File: src/rtl/muldiv_seq.sv
// RV32M multiply/divide sequencer: radix-2 shift-add multiply and restoring divide.
// The pipeline stalls on busy and picks up result on the single-cycle done pulse.
module muldiv_seq #(
  parameter int XLEN = 32
) (
  input  logic            clk,
  input  logic            rst_n,
  input  logic            start,
  input  logic [2:0]      funct3,
  input  logic [XLEN-1:0] op_a,
  input  logic [XLEN-1:0] op_b,
  input  logic            flush,
  output logic            busy,
  output logic            done,
  output logic [XLEN-1:0] result
);

  typedef enum logic [2:0] {S_IDLE, S_PREP, S_ITER, S_FIX, S_DONE} state_t;

  state_t      state_q, state_d;
  logic [2:0]  funct3_q, funct3_d;
  logic [31:0] a_q, a_d, b_q, b_d;
  logic [31:0] opnd_q, opnd_d;
  logic [63:0] acc_q, acc_d;
  logic [5:0]  cnt_q, cnt_d;
  logic        neg_q, neg_d;
  logic [31:0] result_q, result_d;

  logic        a_signed, b_signed, is_div, a_neg, b_neg, div_ovf;
  logic [31:0] a_mag, b_mag;
  logic [32:0] mul_sum, div_diff;
  logic [63:0] mul_next, div_next, prod_fix;
  logic [31:0] quo_fix, rem_fix, fix_sel;

  assign a_signed = (funct3_q == 3'b001) || (funct3_q == 3'b010) ||
                    (funct3_q == 3'b100) || (funct3_q == 3'b110);
  assign b_signed = (funct3_q == 3'b001) || (funct3_q == 3'b100) || (funct3_q == 3'b110);
  assign is_div   = funct3_q[2];
  assign a_neg    = a_signed & a_q[31];
  assign b_neg    = b_signed & b_q[31];
  assign a_mag    = a_neg ? (~a_q + 32'd1) : a_q;
  assign b_mag    = b_neg ? (~b_q + 32'd1) : b_q;
  // Signed-overflow case (most negative / -1); only meaningful for DIV and REM.
  assign div_ovf  = !funct3_q[0] && (a_q == 32'h8000_0000) && (b_q == 32'hFFFF_FFFF);

  // Multiply step: conditional add into the upper half, then shift right with the carry.
  assign mul_sum  = {1'b0, acc_q[63:32]} + (acc_q[0] ? {1'b0, opnd_q} : 33'd0);
  assign mul_next = {mul_sum, acc_q[31:1]};

  // Divide step: {remainder, quotient} shifted left, trial subtract on the 33-bit remainder.
  assign div_diff = acc_q[63:31] - {1'b0, opnd_q};
  assign div_next = div_diff[32] ? {acc_q[62:0], 1'b0}
                                 : {div_diff[31:0], acc_q[30:0], 1'b1};

  assign prod_fix = neg_q ? (~acc_q + 64'd1) : acc_q;
  assign quo_fix  = neg_q ? (~acc_q[31:0] + 32'd1) : acc_q[31:0];
  assign rem_fix  = neg_q ? (~acc_q[63:32] + 32'd1) : acc_q[63:32];

  always_comb begin
    fix_sel = prod_fix[63:32];
    case (funct3_q)
      3'b000:         fix_sel = prod_fix[31:0];
      3'b100, 3'b101: fix_sel = quo_fix;
      3'b110, 3'b111: fix_sel = rem_fix;
      default:        fix_sel = prod_fix[63:32];
    endcase
  end

  always_comb begin
    state_d  = state_q;
    funct3_d = funct3_q;
    a_d      = a_q;
    b_d      = b_q;
    opnd_d   = opnd_q;
    acc_d    = acc_q;
    cnt_d    = cnt_q;
    neg_d    = neg_q;
    result_d = result_q;
    case (state_q)
      S_IDLE: begin
        if (start && !flush) begin
          funct3_d = funct3;
          a_d      = op_a;
          b_d      = op_b;
          state_d  = S_PREP;
        end
      end
      S_PREP: begin
        cnt_d   = 6'd0;
        neg_d   = (is_div && funct3_q[1]) ? a_neg : (a_neg ^ b_neg);
        state_d = S_ITER;
        if (is_div) begin
          opnd_d = b_mag;
          acc_d  = {32'd0, a_mag};
          if (b_q == 32'd0) begin
            result_d = funct3_q[1] ? a_q : 32'hFFFF_FFFF;
            state_d  = S_DONE;
          end else if (div_ovf) begin
            result_d = funct3_q[1] ? 32'd0 : 32'h8000_0000;
            state_d  = S_DONE;
          end
        end else begin
          opnd_d = a_mag;
          acc_d  = {32'd0, b_mag};
        end
      end
      S_ITER: begin
        acc_d = is_div ? div_next : mul_next;
        cnt_d = cnt_q + 6'd1;
        if (cnt_q == 6'd31) state_d = S_FIX;
      end
      S_FIX: begin
        result_d = fix_sel;
        state_d  = S_DONE;
      end
      S_DONE:  state_d = S_IDLE;
      default: state_d = S_IDLE;
    endcase
    if (flush && state_q != S_IDLE) begin
      state_d  = S_IDLE;
      result_d = result_q;
    end
  end

  always_ff @(posedge clk) begin
    if (!rst_n) begin
      state_q  <= S_IDLE;
      funct3_q <= 3'd0;
      a_q      <= 32'd0;
      b_q      <= 32'd0;
      opnd_q   <= 32'd0;
      acc_q    <= 64'd0;
      cnt_q    <= 6'd0;
      neg_q    <= 1'b0;
      result_q <= 32'd0;
    end else begin
      state_q  <= state_d;
      funct3_q <= funct3_d;
      a_q      <= a_d;
      b_q      <= b_d;
      opnd_q   <= opnd_d;
      acc_q    <= acc_d;
      cnt_q    <= cnt_d;
      neg_q    <= neg_d;
      result_q <= result_d;
    end
  end

  assign busy   = (state_q != S_IDLE);
  assign done   = (state_q == S_DONE);
  assign result = result_q;

endmodule

File: config.mk
export PLATFORM = sky130hd
export DESIGN_NAME = muldiv_seq
export DESIGN_NICKNAME = d
export VERILOG_FILES = /design/src/rtl/muldiv_seq.sv
export SDC_FILE = /design/constraint.sdc
export NUM_CORES = 1
export LEC_CHECK = 0
export BUFFER_PORTS_ARGS = -buffer_cell sky130_fd_sc_hd__buf_2
export CAP_MARGIN = 30
export CORE_MARGIN = 2
export CORE_UTILIZATION = 35
export DETAILED_ROUTE_END_ITERATION = 6
export PLACE_DENSITY = 0.6
export SLEW_MARGIN = 20
export SYNTH_ARGS = -nofsm -noshare
export SYNTH_HDL_FRONTEND = slang
export SYNTH_SLANG_ARGS = --single-unit
File: constraint.sdc
create_clock -name clk -period 3.6 [get_ports clk]
set_clock_uncertainty 0.1 [all_clocks]
set_input_delay 0.36 -clock clk [delete_from_list [all_inputs] [get_ports clk]]
set_output_delay 0.36 -clock clk [all_outputs]
set_load 0.005 [all_outputs]
==> results_dict.tcl <==
set metrics [dict create \
    die_w_um 221 \
    place_area_um2 18300 \
    status "completed" \
    core_area_um2 46600 \
    final_common_cell "nand2_1" \
    dp_hpwl_mm 51.8 \
    start_util_pct 35.5 \
    design_area_um2 20200 \
    yosys_warnings 0 \
    critPathSlowestCell "dfxtp_2" \
    grt_max_degree 79 \
    drv_cap 0 \
    max_clock_freq_mhz 284 \
    ys_async_sr_fraction_pct 0 \
    p_int_mw 4.51 \
    period_minus_slack_ns 3.52 \
    finalWeightedCongestion 1.01 \
    cpLargestDelayFamily "compound AO/OA/AOI/OAI gates" \
    io-pin-count 105 \
    syn-mean-instance-area_um2 7.16 \
    clockBufferDepth 3 \
    antenna_found_initial 1 \
    synth_cells 2308 \
    clkTransAtPathRegs_ns 0.06 \
    seq_power_share_pct 35.9 \
    wl_mm 68.9 \
    crit_path_end_kind "flop" \
    tightest_slew_ns 0.984 \
    cp_max_fo 4 \
    wire_per_inst_um 22.0 \
    slew_headroom_pct 34.4 \
    yosysSeqAreaShare_pct 24.8 \
    clock_sinks 205 \
    grtUsageTotal_pct 26.8 \
    cts_tree "done" \
    path_cells "and2_4 > ha_4 > inv_2 > fa_2 > nand2b_4 > a21o_1 > a211oi_2 > buf_4 > o2111a_1 > o211ai_1 > a21oi_2 > a31oi_1 > mux2_2 > and3_1 > a311oi_1" \
    cp.required_ns 3.97 \
    ir_drop_v 0.000422 \
    rows 79 \
    place_ws_ns -0.246 \
    slowest_delay_ns 0.36 \
    grt_pass1_wl_mm 103 \
    dieArea_um2 48900 \
    num_vias 18400 \
    clock_power_share_pct 41.3 \
    p_switching_mw 2.18 \
    finalSetupViolCount 0 \
    numCtsBuffers 26 \
    slew_violations 0 \
    p_per_area_nw_per_um2 332 \
    power_mw 6.69 \
    fin_crit_sh_pct 97.8 \
    cts.htree.levels 1 \
    crit_arrival_ns 3.89 \
    final_layout_size_suffix_gt1_share_pct 14.8 \
    io_buffers 104 \
    ys_types 85 \
    ant_nets 0 \
    area_delta_synth_final_pct 22.0 \
    p_sw_share_pct 32.6 \
    hold_violations 0 \
    drt_first_pass_iters 6 \
    hp-class "primary input to flop" \
    synth_edf_count 0 \
    synth_nets 2451 \
    die_h_um 221 \
    drt_iter0_drc 1980 \
    nets 2642 \
    cp-start-kind "flop" \
    synth_flop_cell "dfxtp_1" \
    ctsRootBufferMaster "clkbuf_16" \
    overflow 0 \
    setup_ws_ns 0.0781 \
    viasPerCell 5.89 \
    p_leak_nw 8.04 \
    pwr-share-comb_pct 22.8 \
    insertion_delay_ns 0.57 \
    ys_ff_latch 205 \
    critical_path_class "flop to flop" \
    netlist_area_um2 16500 \
    grt_pass1_vias 17000 \
    final_cell_mix "nand2_1, a21oi_1, nor2_1, dfxtp_1, o21ai_0" \
    critPathBufInv 2 \
    drc 0 \
]
==> through the flow <==
| stage | hold slack, ns | setup TNS, ns | utilization [%] | std cells |
|---|---|---|---|---|
| floorplan | 0.332 | 0 | - | 2308 |
| global placement | 0.342 | -0.414 | 39.2 | 2995 |
| detailed placement | 0.351 | -1.51 | 39.2 | 2996 |
| CTS | 0.00866 | 0 | 42.8 | 3114 |
| global route | 0.0209 | -0.0135 | 43.3 | 3126 |
| finish | 0.0274 | 0 | 43.3 | 3127 |
==> final timing paths <==
| kind | startpoint | end | slack, ns | cells past startpoint |
|---|---|---|---|---|
| setup reg to reg | acc_q[0] | acc_q[61] | 0.08 | 15 |
| hold / removal | rst_n | acc_q[0] | 0.03 | 3 |
| hold reg to reg | opnd_q[11] | opnd_q[11] | 0.36 | 2 |
| setup / recovery | acc_q[0] | acc_q[61] | 0.08 | 15 |
==> synth_stat cells, types with 28 or more instances <==
library cell | instances | area, um2
a21oi_1 | 275 | 1380
a31oi_1 | 31 | 194
clkbuf_1 | 141 | 529
dfxtp_1 | 205 | 4100
ha_1 | 70 | 876
inv_1 | 65 | 244
mux2i_1 | 74 | 741
nand2_1 | 320 | 1200
nand3_1 | 28 | 140
nor2_1 | 228 | 856
nor3_1 | 45 | 225
o211ai_1 | 43 | 323
o21ai_0 | 175 | 876
xnor2_1 | 89 | 780
xor2_1 | 81 | 709
==> routing by layer <==
metal | global-route usage, % | share of wire, %
met1 | 36.9 | 44
met2 | 41.8 | 44
met3 | 4.54 | 8.4
met4 | 9.85 | 4.3
met5 | 0 | 0
==> area by class of cell <==
cell class | count | area, um2
repair buffers | 325 | 2410
inverters | 66 | 250
fillers | 4736 | 26400
clock buffers | 35 | 744
multi-input cells | 1875 | 11700
flip-flops and latches | 205 | 4110
diodes | 1 | 2.50
clock inverters | 13 | 148
well taps | 607 | 759
==> repair_timing <==
action	in CTS	in global routing
hold endpoints to repair	69	0
setup endpoints to repair	36	41
pin swaps	3	12
cloned	1	0
hold buffers	68	0
setup buffers	1	12
resized for setup	8	36
==> state kept, by name, indices dropped and copies added (netlist names) <==
| signal | count |
|---|---|
| a_q | 32 |
| acc_q | 64 |
| b_q | 32 |
| cnt_q | 6 |
| funct3_q | 3 |
| neg_q | 1 |
| opnd_q | 32 |
| result | 32 |
| state_q | 3 |
==> power groups by stage <==
stage | Sequential (mW) | Clock, mW | Combinational [mW]
finish | 2.40 | 2.76 | 1.53
global route | 2.41 | 2.88 | 1.63
CTS | 2.40 | 2.79 | 1.44
detailed placement | 2.45 | 0 | 1.38
global placement | 2.45 | 0 | 1.37
floorplan | 2.42 | 0 | 0.878
==> worst reg2reg max path: stages, from the launching register on <==
cell and delay, ns:
dfxtp_2 0.36, and2_4 0.16, ha_4 0.13, inv_2 0.04, fa_2 0.36, nand2b_4 0.15, a21o_1 0.21, a211oi_2 0.29
buf_4 0.17, o2111a_1 0.20, o211ai_1 0.16, a21oi_2 0.27, a31oi_1 0.12, mux2_2 0.28, and3_1 0.16, a311oi_1 0.25
==> cells by family (layout without fill, tap and decap cells) <==
family | Yosys count | count (layout) | synth area share (%)
flops | 205 | 205 | 24.8
mux | 81 | 81 | 4.96
buf+inv | 228 | 439 | 5.35
xor+xnor | 170 | 170 | 9.01
simple gates | 788 | 788 | 21.7
compound gates | 764 | 764 | 28.6
other cells | 0 | 1 | 0
fa+ha+maj | 72 | 72 | 5.55
Note: power is estimated with default switching activity, not from simulation.
